### src/rtl/fetch_sequencer_if.sv
// Fetch-sequencer bundle: redirect requests, instruction-memory handshake and decode hand-off.
// master = fetch sequencer, slave = surrounding core / memory / decode.
interface fetch_sequencer_if #(
    parameter int unsigned ADDRESS_BITS = 16
) ();
    logic                    branch_valid;
    logic [ADDRESS_BITS-1:0] branch_target;
    logic                    jump_valid;
    logic [ADDRESS_BITS-1:0] jump_target;
    logic                    trap_valid;
    logic [ADDRESS_BITS-1:0] trap_vector;

    logic                    imem_req_valid;
    logic [ADDRESS_BITS-1:0] imem_req_addr;
    logic                    imem_req_ready;
    logic                    imem_resp_valid;
    logic [31:0]             imem_resp_data;

    logic                    inst_valid;
    logic [31:0]             inst;
    logic [ADDRESS_BITS-1:0] inst_pc;
    logic                    inst_ready;

    modport master (
        input  branch_valid, branch_target, jump_valid, jump_target, trap_valid, trap_vector,
        output imem_req_valid, imem_req_addr,
        input  imem_req_ready, imem_resp_valid, imem_resp_data,
        output inst_valid, inst, inst_pc,
        input  inst_ready
    );

    modport slave (
        output branch_valid, branch_target, jump_valid, jump_target, trap_valid, trap_vector,
        input  imem_req_valid, imem_req_addr,
        output imem_req_ready, imem_resp_valid, imem_resp_data,
        input  inst_valid, inst, inst_pc,
        output inst_ready
    );
endinterface

### src/rtl/fetch_sequencer.sv
// Instruction-fetch control FSM: owns the fetch PC, arbitrates redirects, keeps one request
// outstanding and hands fetched instructions to decode.
module fetch_sequencer #(
    parameter int unsigned              ADDRESS_BITS = 16,
    parameter logic [ADDRESS_BITS-1:0]  RESET_PC     = '0
) (
    input  logic              i_clk,
    input  logic              i_rst_n,
    fetch_sequencer_if.master io_fs
);
    typedef enum logic [1:0] {StIdle, StReq, StWait, StHold} state_e;

    state_e                  r_state;
    logic [ADDRESS_BITS-1:0] r_pc;
    logic                    r_kill;
    logic                    r_req_valid;
    logic                    r_inst_valid;
    logic [31:0]             r_inst;
    logic [ADDRESS_BITS-1:0] r_inst_pc;

    logic                    w_redirect;
    logic [ADDRESS_BITS-1:0] w_target_raw;
    logic [ADDRESS_BITS-1:0] w_target;
    logic [ADDRESS_BITS-1:0] w_pc_inc;

    always_comb begin
        w_redirect = io_fs.trap_valid | io_fs.jump_valid | io_fs.branch_valid;
        if (io_fs.trap_valid) begin
            w_target_raw = io_fs.trap_vector;
        end else if (io_fs.jump_valid) begin
            w_target_raw = io_fs.jump_target;
        end else begin
            w_target_raw = io_fs.branch_target;
        end
        w_target = {w_target_raw[ADDRESS_BITS-1:2], 2'b00};
        w_pc_inc = r_pc + ADDRESS_BITS'(4);
    end

    always_ff @(posedge i_clk or negedge i_rst_n) begin
        if (!i_rst_n) begin
            r_state      <= StIdle;
            r_pc         <= RESET_PC;
            r_kill       <= 1'b0;
            r_req_valid  <= 1'b0;
            r_inst_valid <= 1'b0;
            r_inst       <= '0;
            r_inst_pc    <= '0;
        end else begin
            case (r_state)
                StIdle: begin
                    r_state     <= StReq;
                    r_req_valid <= 1'b1;
                    if (w_redirect) r_pc <= w_target;
                end
                StReq: begin
                    if (w_redirect) r_pc <= w_target;
                    if (io_fs.imem_req_ready) begin
                        // Accepted together with a redirect: the reply belongs to the old path.
                        r_kill      <= w_redirect;
                        r_req_valid <= 1'b0;
                        r_state     <= StWait;
                    end
                end
                StWait: begin
                    if (io_fs.imem_resp_valid) begin
                        r_kill <= 1'b0;
                        if (w_redirect) begin
                            r_pc        <= w_target;
                            r_req_valid <= 1'b1;
                            r_state     <= StReq;
                        end else if (r_kill) begin
                            r_req_valid <= 1'b1;
                            r_state     <= StReq;
                        end else begin
                            r_inst       <= io_fs.imem_resp_data;
                            r_inst_pc    <= r_pc;
                            r_inst_valid <= 1'b1;
                            r_pc         <= w_pc_inc;
                            r_state      <= StHold;
                        end
                    end else if (w_redirect) begin
                        r_pc   <= w_target;
                        r_kill <= 1'b1;
                    end
                end
                StHold: begin
                    if (w_redirect || io_fs.inst_ready) begin
                        r_inst_valid <= 1'b0;
                        r_req_valid  <= 1'b1;
                        r_state      <= StReq;
                        if (w_redirect) r_pc <= w_target;
                    end
                end
                default: r_state <= StIdle;
            endcase
        end
    end

    assign io_fs.imem_req_valid = r_req_valid;
    assign io_fs.imem_req_addr  = r_pc;
    assign io_fs.inst_valid     = r_inst_valid;
    assign io_fs.inst           = r_inst;
    assign io_fs.inst_pc        = r_inst_pc;
endmodule
### src/flat_wrapper.sv
// flat-port wrapper written by rule: the top's interface ports become plain ports
module fetch_sequencer_flat 
#(
    parameter int unsigned              ADDRESS_BITS = 16,
    parameter logic [ADDRESS_BITS-1:0]  RESET_PC     = '0
)
  (i_clk, i_rst_n, io_fs_branch_valid, io_fs_branch_target, io_fs_jump_valid, io_fs_jump_target, io_fs_trap_valid, io_fs_trap_vector, io_fs_imem_req_valid, io_fs_imem_req_addr, io_fs_imem_req_ready, io_fs_imem_resp_valid, io_fs_imem_resp_data, io_fs_inst_valid, io_fs_inst, io_fs_inst_pc, io_fs_inst_ready);
  fetch_sequencer_if #(.ADDRESS_BITS(ADDRESS_BITS)) io_fs_i ();
  input  logic i_clk;
  input  logic i_rst_n;
  input wire logic [$bits(io_fs_i.branch_valid)-1:0] io_fs_branch_valid;
  input wire logic [$bits(io_fs_i.branch_target)-1:0] io_fs_branch_target;
  input wire logic [$bits(io_fs_i.jump_valid)-1:0] io_fs_jump_valid;
  input wire logic [$bits(io_fs_i.jump_target)-1:0] io_fs_jump_target;
  input wire logic [$bits(io_fs_i.trap_valid)-1:0] io_fs_trap_valid;
  input wire logic [$bits(io_fs_i.trap_vector)-1:0] io_fs_trap_vector;
  output wire logic [$bits(io_fs_i.imem_req_valid)-1:0] io_fs_imem_req_valid;
  output wire logic [$bits(io_fs_i.imem_req_addr)-1:0] io_fs_imem_req_addr;
  input wire logic [$bits(io_fs_i.imem_req_ready)-1:0] io_fs_imem_req_ready;
  input wire logic [$bits(io_fs_i.imem_resp_valid)-1:0] io_fs_imem_resp_valid;
  input wire logic [$bits(io_fs_i.imem_resp_data)-1:0] io_fs_imem_resp_data;
  output wire logic [$bits(io_fs_i.inst_valid)-1:0] io_fs_inst_valid;
  output wire logic [$bits(io_fs_i.inst)-1:0] io_fs_inst;
  output wire logic [$bits(io_fs_i.inst_pc)-1:0] io_fs_inst_pc;
  input wire logic [$bits(io_fs_i.inst_ready)-1:0] io_fs_inst_ready;
  assign io_fs_i.branch_valid = io_fs_branch_valid;
  assign io_fs_i.branch_target = io_fs_branch_target;
  assign io_fs_i.jump_valid = io_fs_jump_valid;
  assign io_fs_i.jump_target = io_fs_jump_target;
  assign io_fs_i.trap_valid = io_fs_trap_valid;
  assign io_fs_i.trap_vector = io_fs_trap_vector;
  assign io_fs_imem_req_valid = io_fs_i.imem_req_valid;
  assign io_fs_imem_req_addr = io_fs_i.imem_req_addr;
  assign io_fs_i.imem_req_ready = io_fs_imem_req_ready;
  assign io_fs_i.imem_resp_valid = io_fs_imem_resp_valid;
  assign io_fs_i.imem_resp_data = io_fs_imem_resp_data;
  assign io_fs_inst_valid = io_fs_i.inst_valid;
  assign io_fs_inst = io_fs_i.inst;
  assign io_fs_inst_pc = io_fs_i.inst_pc;
  assign io_fs_i.inst_ready = io_fs_inst_ready;
  fetch_sequencer #(.ADDRESS_BITS(ADDRESS_BITS), .RESET_PC(RESET_PC)) u_core (.i_clk(i_clk), .i_rst_n(i_rst_n), .io_fs(io_fs_i));
endmodule
### config.mk
export PLATFORM = sky130hd
export DESIGN_NAME = fetch_sequencer_flat
export DESIGN_NICKNAME = d
export VERILOG_FILES = /design/src/rtl/fetch_sequencer_if.sv /design/src/rtl/fetch_sequencer.sv /design/src/flat_wrapper.sv
export SDC_FILE = /design/constraint.sdc
export NUM_CORES = 1
export LEC_CHECK = 0
export ABC_CLOCK_PERIOD_IN_PS = 3000
export CORE_AREA = 8 8 133 73
export DETAILED_ROUTE_END_ITERATION = 12
export DIE_AREA = 0 0 141 81
export PLACE_DENSITY = 0.94
export SLEW_MARGIN = 20
export SYNTH_ARGS = -nofsm -noshare
export SYNTH_HDL_FRONTEND = slang
export SYNTH_SLANG_ARGS = --single-unit
### constraint.sdc
create_clock -name i_clk -period 3 [get_ports i_clk]
set_input_delay 0.6 -clock i_clk [delete_from_list [all_inputs] [get_ports i_clk]]
set_output_delay 0.6 -clock i_clk [all_outputs]
set_load 0.01 [all_outputs]
==> impl_metrics.env, run 1 <==
export IMPL_detailedPlacementHpwl_mm=8.539
export IMPL_grt_pass1_vias=3172
export IMPL_port_buffers=147
export IMPL_f_max_mhz=429.3
export IMPL_layout_drive_gt1_share_pct=16.12
export IMPL_tightestPinTransition_ns=0.6853
export IMPL_synth_enable_flop_cells=0
export IMPL_first_iter_violations=173
export IMPL_maxSlewHeadroom_pct=53.93
export IMPL_syn_cell_area_um2=3495
export IMPL_cpLargestDelayFamily="buffers and inverters"
export IMPL_ys_async_sr_fraction_pct=100.0
export IMPL_synth_yosys_seq_area_share_pct=49.41
export IMPL_clock_skew_ns=0.006564
export IMPL_row_count=23
export IMPL_synth_top_cell_by_area="dfrtp_1"
export IMPL_min_delay_path_class="input port to asynchronous set/reset pin"
export IMPL_post_drt_via_cell_ratio=5.384
export IMPL_post_route_min_period_ns=2.329
export IMPL_timing_final_hold_violations=0
export IMPL_timing_final_setup_violations=0
export IMPL_number_of_buffers_created_by_cts=9
export IMPL_critical_path_buf_inv_count=2
export IMPL_whs_ns=0.1970
export IMPL_cts_tree="yes"
export IMPL_antenna_violations_before_repair=0
export IMPL_clockBufferDepth=2
export IMPL_period_share_pct=77.64
export IMPL_grt_pass1_wl_mm=16.86
export IMPL_drt_pre_antenna_iters=4
export IMPL_crit_path_max_fanout=20
export IMPL_design_portCount=154
export IMPL_critical_path_endpoint_type="flip-flop"
export IMPL_avgSynthCellArea_um2=11.46
export IMPL_drc=0
export IMPL_yosys_warnings=0
export IMPL_place_congestion=1.017
export IMPL_path_clk_slew_ns=0.06
export IMPL_grt_start_max_net_pins=48
export IMPL_nNetsFinal=546
export IMPL_initial_core_util_pct=44.81
export IMPL_antenna_left=0
export IMPL_clkLatencyLatePin_ns=0.32
export IMPL_worst_ep_arrival_time_ns=2.58
export IMPL_wl_mm=10.91
export IMPL_cts_hold_repair_buffers=0
export IMPL_synth_flop_cell="dfrtp_1"
export IMPL_highest_count_cells_in_the_layout_ignoring_fill_and_taps="146 x clkdlybuf4s50_1, 69 x dfrtp_1, 37 x mux2_2"
export IMPL_status="complete, no violations"
export IMPL_fillers=578
export IMPL_floorplan_die_width_um=141
export IMPL_grt_use_total_pct=19.00
export IMPL_cts_setup_buffers=0
export IMPL_antenna_cells=0
export IMPL_tns_ns=0
export IMPL_finish_utilization_pct=68.59
export IMPL_post_cts_resized=0
export IMPL_syn_nets=397
export IMPL_leakage_nw=2.347
export IMPL_yosysUniqueCellTypes=58
export IMPL_peak_ir_drop_on_the_vdd_network_v=0.0002895
export IMPL_crit_required_ns=3.25
export IMPL_cts_root_buffer="clkbuf_16"
export IMPL_areaGrowthSynthToFinish_pct=53.06
export IMPL_final_common_cell="clkdlybuf4s50_1"
export IMPL_cts_htree_levels=3
export IMPL_die_height_um=81
export IMPL_timing_worst_setup_path_type="input port to flip-flop"
export IMPL_syn_inst=305
export IMPL_critPathLaunchType="input port"
export IMPL_synth_largest_type_area_fraction_pct=49.41
export IMPL_timing_critical_path_cells="clkdlybuf4s50_1, buf_4, nor3b_1, o31ai_1, a21oi_1, o2bb2ai_1"
export IMPL_unrepaired_setup_endpoints_after_global_routing="no"
export IMPL_cap_viol_max_count=0
export IMPL_slew_viol_final=0
export IMPL_routed_via_count=3074
export IMPL_grt_overflow=0
export IMPL_wl_per_cell_um=19.10
export IMPL_clock_sinks=69
export IMPL_design_core_area_um2=7799
export IMPL_worst_path_largest_cell_delay_ns=0.70
export IMPL_pwr_cell_area_nw_per_um2=542.6
export IMPL_fin_total_pwr_w=0.002902
export IMPL_synth_seq_cells=69
export IMPL_critPathSlowestCell="clkdlybuf4s50_1"
export IMPL_dieArea_um2=11420
export IMPL_synth_top_cells_by_area="dfrtp_1 49%, mux2_2 12%, o31ai_1 3.0%"
path summary, 6_finish.rpt:
path	start	endpoint	slack, ns	cells after the start
max	io_fs_jump_valid	u_core.io_fs.imem_req_addr[12]$_DFFE_PN0P_	0.67	6
min	i_rst_n	u_core.io_fs.inst[30]$_DFFE_PN0P_	0.20	1
max reg2reg	u_core.r_state[0]$_DFFE_PN0P_	u_core.io_fs.inst[28]$_DFFE_PN0P_	0.92	5
min reg2reg	u_core.io_fs.inst_pc[5]$_DFFE_PN0P_	u_core.io_fs.inst_pc[5]$_DFFE_PN0P_	0.49	2
max in group asynchronous	i_rst_n	u_core.io_fs.imem_req_addr[15]$_DFFE_PN0P_	2.04	2
min in group i_clk	u_core.io_fs.inst_pc[5]$_DFFE_PN0P_	u_core.io_fs.inst_pc[5]$_DFFE_PN0P_	0.49	2
where the power goes:
part	internal (W)	switching, W	total, W
combinational	0.000390	0.000300	0.000690
clock	0.000667	0.000386	0.00105
sequential	0.00104	0.000120	0.00116
total	0.00210	0.000806	0.00290
logic make-up after synthesis:
group / Yosys count / share of synthesized area, %
multiplexers: 44 / 14.50
AND/OR/NAND/NOR: 84 / 14.18
AO/OA/AOI/OAI: 75 / 15.93
buffers and inverters: 29 / 4.546
flip-flops: 69 / 49.41
adder cells (fa/ha/maj): 4 / 1.432
metrics by stage:
| step | worst slack [ns] | area [µm²] | cells |
|---|---|---|---|
| global placement | 0.3618 | 5047 | 555 |
| finish | 0.6707 | 5349 | 571 |
| CTS | 0.6822 | 5349 | 571 |
| floorplan | 1.137 | 3495 | 305 |
| detailed placement | 0.3489 | 5047 | 555 |
| global route | 0.5609 | 5349 | 571 |
per-layer routing:
metal	vias to the layer above	global-route usage (%)	wire [µm]
met5	-	0	0
met4	0	4.787	85
met3	10	11.40	1505
met2	169	28.87	4640
met1	1466	22.72	4674
li1	1429	-	-
cells in the mapped netlist, types with 2 or more instances:
cell type / instances
o21ai_0: 13
nor2b_1: 13
o31ai_1: 14
mux2_1: 4
and4_1: 2
mux2_2: 37
and2_1: 5
a22o_1: 4
ha_1: 4
a21o_1: 4
nor3b_1: 8
o32a_1: 2
dfrtp_1: 69
a21oi_1: 9
o22ai_1: 2
a221oi_1: 3
inv_1: 12
nor2_1: 5
nand4_1: 4
buf_2: 3
o2bb2ai_1: 5
nand3_1: 6
buf_6: 6
clkbuf_1: 6
nor4_1: 2
a22oi_1: 3
mux2_4: 3
nand2_1: 27
final cells by class:
class                   count  area (µm²)  area share [%]
well taps                 112       140.1           2.620
multi-input cells         207        1609           30.08
inverters                  12       45.04          0.8421
clock inverters             5       58.81           1.099
clock buffers              11       242.7           4.538
repair buffers            155        1526           28.54
flip-flops and latches     69        1727           32.28
registers in the layout, indices dropped and copies added (netlist names):
| register | count |
|---|---|
| u_core.io_fs.inst | 32 |
| u_core.io_fs.imem_req_addr | 16 |
| u_core.io_fs.inst_pc | 16 |
| u_core.r_state | 2 |
| u_core.io_fs.imem_req_valid | 1 |
| u_core.io_fs.inst_valid | 1 |
| u_core.r_kill | 1 |
Note: power is estimated with default switching activity, not from simulation.
==> inputs of run 2 (changes only) <==
--- a/config.mk
+++ b/config.mk
@@ -5,11 +5,11 @@
 export SDC_FILE = /design/constraint.sdc
 export NUM_CORES = 1
 export LEC_CHECK = 0
-export ABC_CLOCK_PERIOD_IN_PS = 3000
-export CORE_AREA = 8 8 133 73
+export ABC_CLOCK_PERIOD_IN_PS = 2400
+export CORE_AREA = 8 8 138 76
 export DETAILED_ROUTE_END_ITERATION = 12
-export DIE_AREA = 0 0 141 81
-export PLACE_DENSITY = 0.94
+export DIE_AREA = 0 0 146 84
+export PLACE_DENSITY = 0.88
 export SLEW_MARGIN = 20
 export SYNTH_ARGS = -nofsm -noshare
 export SYNTH_HDL_FRONTEND = slang
==> constraint.sdc (replaced) <==
create_clock -name i_clk -period 2.4 [get_ports i_clk]
set_input_delay 0.48 -clock i_clk [delete_from_list [all_inputs] [get_ports i_clk]]
set_output_delay 0.48 -clock i_clk [all_outputs]
set_load 0.01 [all_outputs]
==> run 2 against run 1 <==
Clock skew about the same. Sequential power grew 23%. Clock-buffer cell count is 1 higher. Power up 24%. Sequential share of layout area shrank 0.41 points. Via count grew 0.65%. Utilization decreased by 4.6 points. Die area up 7.4%. Non-clock buffer count is 6 higher. Hold slack worse by 0.041 ns. Critical endpoint is now u_core.io_fs.imem_req_addr[11]$_DFFE_PN0P_.
==> impl_metrics.env, run 2 (synthesis gave the netlist of run 1 again) <==
export IMPL_status="complete, no violations"
export IMPL_cts_setup_buffers=0
export IMPL_nNetsFinal=552
export IMPL_worst_r2r_startpoint="u_core.r_state[0]$_DFFE_PN0P_"
export IMPL_routed_via_count=3094
export IMPL_post_drt_via_cell_ratio=5.316
export IMPL_drt_pre_antenna_iters=4
export IMPL_timing_final_hold_violations=0
export IMPL_slew_viol_final=0
export IMPL_antenna_left=0
export IMPL_whs_ns=0.1556
export IMPL_areaGrowthSynthToFinish_pct=55.03
export IMPL_grt_use_total_pct=17.26
export IMPL_clock_skew_ns=0.006883
export IMPL_cts_tree="yes"
export IMPL_largest_register_ff_count=32
export IMPL_place_congestion=0.9086
export IMPL_crit_path_setup_slack_layout_ns=0.4013
export IMPL_grt_pass1_vias=3261
export IMPL_dieArea_um2=12260
export IMPL_final_common_cell="clkdlybuf4s50_1"
export IMPL_worst_path_largest_cell_delay_ns=0.41
export IMPL_detailedPlacementHpwl_mm=8.345
export IMPL_number_of_buffers_created_by_cts=9
export IMPL_antenna_violations_before_repair=0
export IMPL_design_core_area_um2=8468
export IMPL_f_max_mhz=500.3
export IMPL_clkLatencyLatePin_ns=0.32
export IMPL_critPathLaunchType="flip-flop"
export IMPL_finish_cell_count_without_fillers=582
export IMPL_place_worst_setup_slack_ns=0.1159
export IMPL_worst_path_stages=6
export IMPL_design_portCount=154
export IMPL_timing_final_setup_violations=0
export IMPL_crit_path_max_fanout=8
export IMPL_grt_pass1_wl_mm=17.19
export IMPL_timing_worst_setup_path_type="flip-flop to flip-flop"
export IMPL_dp_cells=566
export IMPL_timing_critical_path_cells="inv_1, ha_1, and4_4, nand3_4, or4_1, a32o_1"
export IMPL_drc=0
export IMPL_row_count=24
export IMPL_layout_drive_gt1_share_pct=16.99
export IMPL_wl_per_cell_um=18.06
export IMPL_timing_critical_path_from="u_core.r_state[0]$_DFFE_PN0P_"
export IMPL_cpLargestDelayFamily="simple AND/OR/NAND/NOR gates"
export IMPL_critical_path_buf_inv_count=1
export IMPL_initial_core_util_pct=41.27
export IMPL_peak_ir_drop_on_the_vdd_network_v=0.0004017
export IMPL_post_cts_resized=0
export IMPL_critPathSlowestCell="dfrtp_1"
export IMPL_leakage_nw=2.387
export IMPL_period_share_pct=83.28
export IMPL_cap_viol_max_count=0
export IMPL_r2r_cells=6
export IMPL_pwr_cell_area_nw_per_um2=663.1
export IMPL_cts_hold_repair_buffers=0
export IMPL_clock_sinks=69
export IMPL_min_delay_path_class="input port to asynchronous set/reset pin"
export IMPL_maxSlewHeadroom_pct=60.31
export IMPL_tightestPinTransition_ns=0.5953
export IMPL_first_iter_violations=158
export IMPL_cts_root_buffer="clkbuf_16"
export IMPL_wl_mm=10.51
export IMPL_antenna_cells=0
export IMPL_grt_overflow=0
export IMPL_tns_ns=0
export IMPL_clockBufferDepth=2
export IMPL_unrepaired_setup_endpoints_after_global_routing="no"
export IMPL_fillers=667
export IMPL_post_route_min_period_ns=1.999
export IMPL_cts_htree_levels=3
export IMPL_port_buffers=147
export IMPL_floorplan_die_width_um=146
export IMPL_worst_ep_arrival_time_ns=2.21
export IMPL_critical_path_endpoint_type="flip-flop"
export IMPL_highest_count_cells_in_the_layout_ignoring_fill_and_taps="146 x clkdlybuf4s50_1, 69 x dfrtp_1, 37 x mux2_2"
export IMPL_path_clk_slew_ns=0.05
export IMPL_grt_start_max_net_pins=53
export IMPL_crit_required_ns=2.61
export IMPL_die_height_um=84
run 2: cell types whose count changed in the layout (fill, tap and decap cells not counted), sizes merged:
cell,before,now
buf,9,15
clkbuf,11,12
clkinv,1,2
clkinvlp,2,1
inv,13,12
run 2: final timing paths:
| path | to | slack, ns |
|---|---|---|
| min | u_core.io_fs.imem_req_addr[6]$_DFFE_PN0P_ | 0.16 |
| max reg2reg | u_core.io_fs.imem_req_addr[11]$_DFFE_PN0P_ | 0.40 |
| min reg2reg | u_core.io_fs.inst_pc[5]$_DFFE_PN0P_ | 0.48 |
| min in group i_clk | u_core.io_fs.inst_pc[5]$_DFFE_PN0P_ | 0.48 |
| max | u_core.io_fs.imem_req_addr[11]$_DFFE_PN0P_ | 0.40 |
| max in group asynchronous | u_core.io_fs.inst[6]$_DFFE_PN0P_ | 1.62 |
run 2: cell type report:
cell class / count / area, µm² / area share, %
Tap cell: 117 / 146.4 / 2.702
Clock inverter: 4 / 47.55 / 0.8776
Timing Repair Buffer: 161 / 1597 / 29.47
Sequential cell: 69 / 1727 / 31.87
Inverter: 12 / 45.04 / 0.8314
Multi-Input combinational cell: 207 / 1609 / 29.70
Clock buffer: 12 / 246.5 / 4.550
run 2: through the flow:
step / area, µm² / util, % / total power, W
2_1_floorplan: 3495 / - / 0.001806
3_3_place_gp: 5124 / 60.51 / 0.002293
3_5_place_dp: 5124 / 60.51 / 0.002328
4_1_cts: 5418 / 63.98 / 0.003632
5_1_grt: 5418 / 63.98 / 0.003787
6_report: 5418 / 63.98 / 0.003593
run 2: power breakdown:
part	switching [W]	total (W)	internal (W)
sequential	0.000131	0.00143	0.00130
combinational	0.000379	0.000879	0.000500
clock	0.000454	0.00128	0.000829
run 2: worst register-to-register path: stages, from the launching register on:
cell	delay, ns
dfrtp_1	0.41
inv_1	0.07
ha_1	0.30
and4_4	0.34
nand3_4	0.11
or4_1	0.41
a32o_1	0.26
run 2: metal layers:
metal | GRT usage, % | part of all wire (%) | up-vias
met5 | 0 | 0 | -
met4 | 2.600 | 0.24 | 0
met3 | 7.359 | 8.9 | 4
met2 | 27.53 | 45 | 113
met1 | 21.73 | 46 | 1540
li1 | - | - | 1437
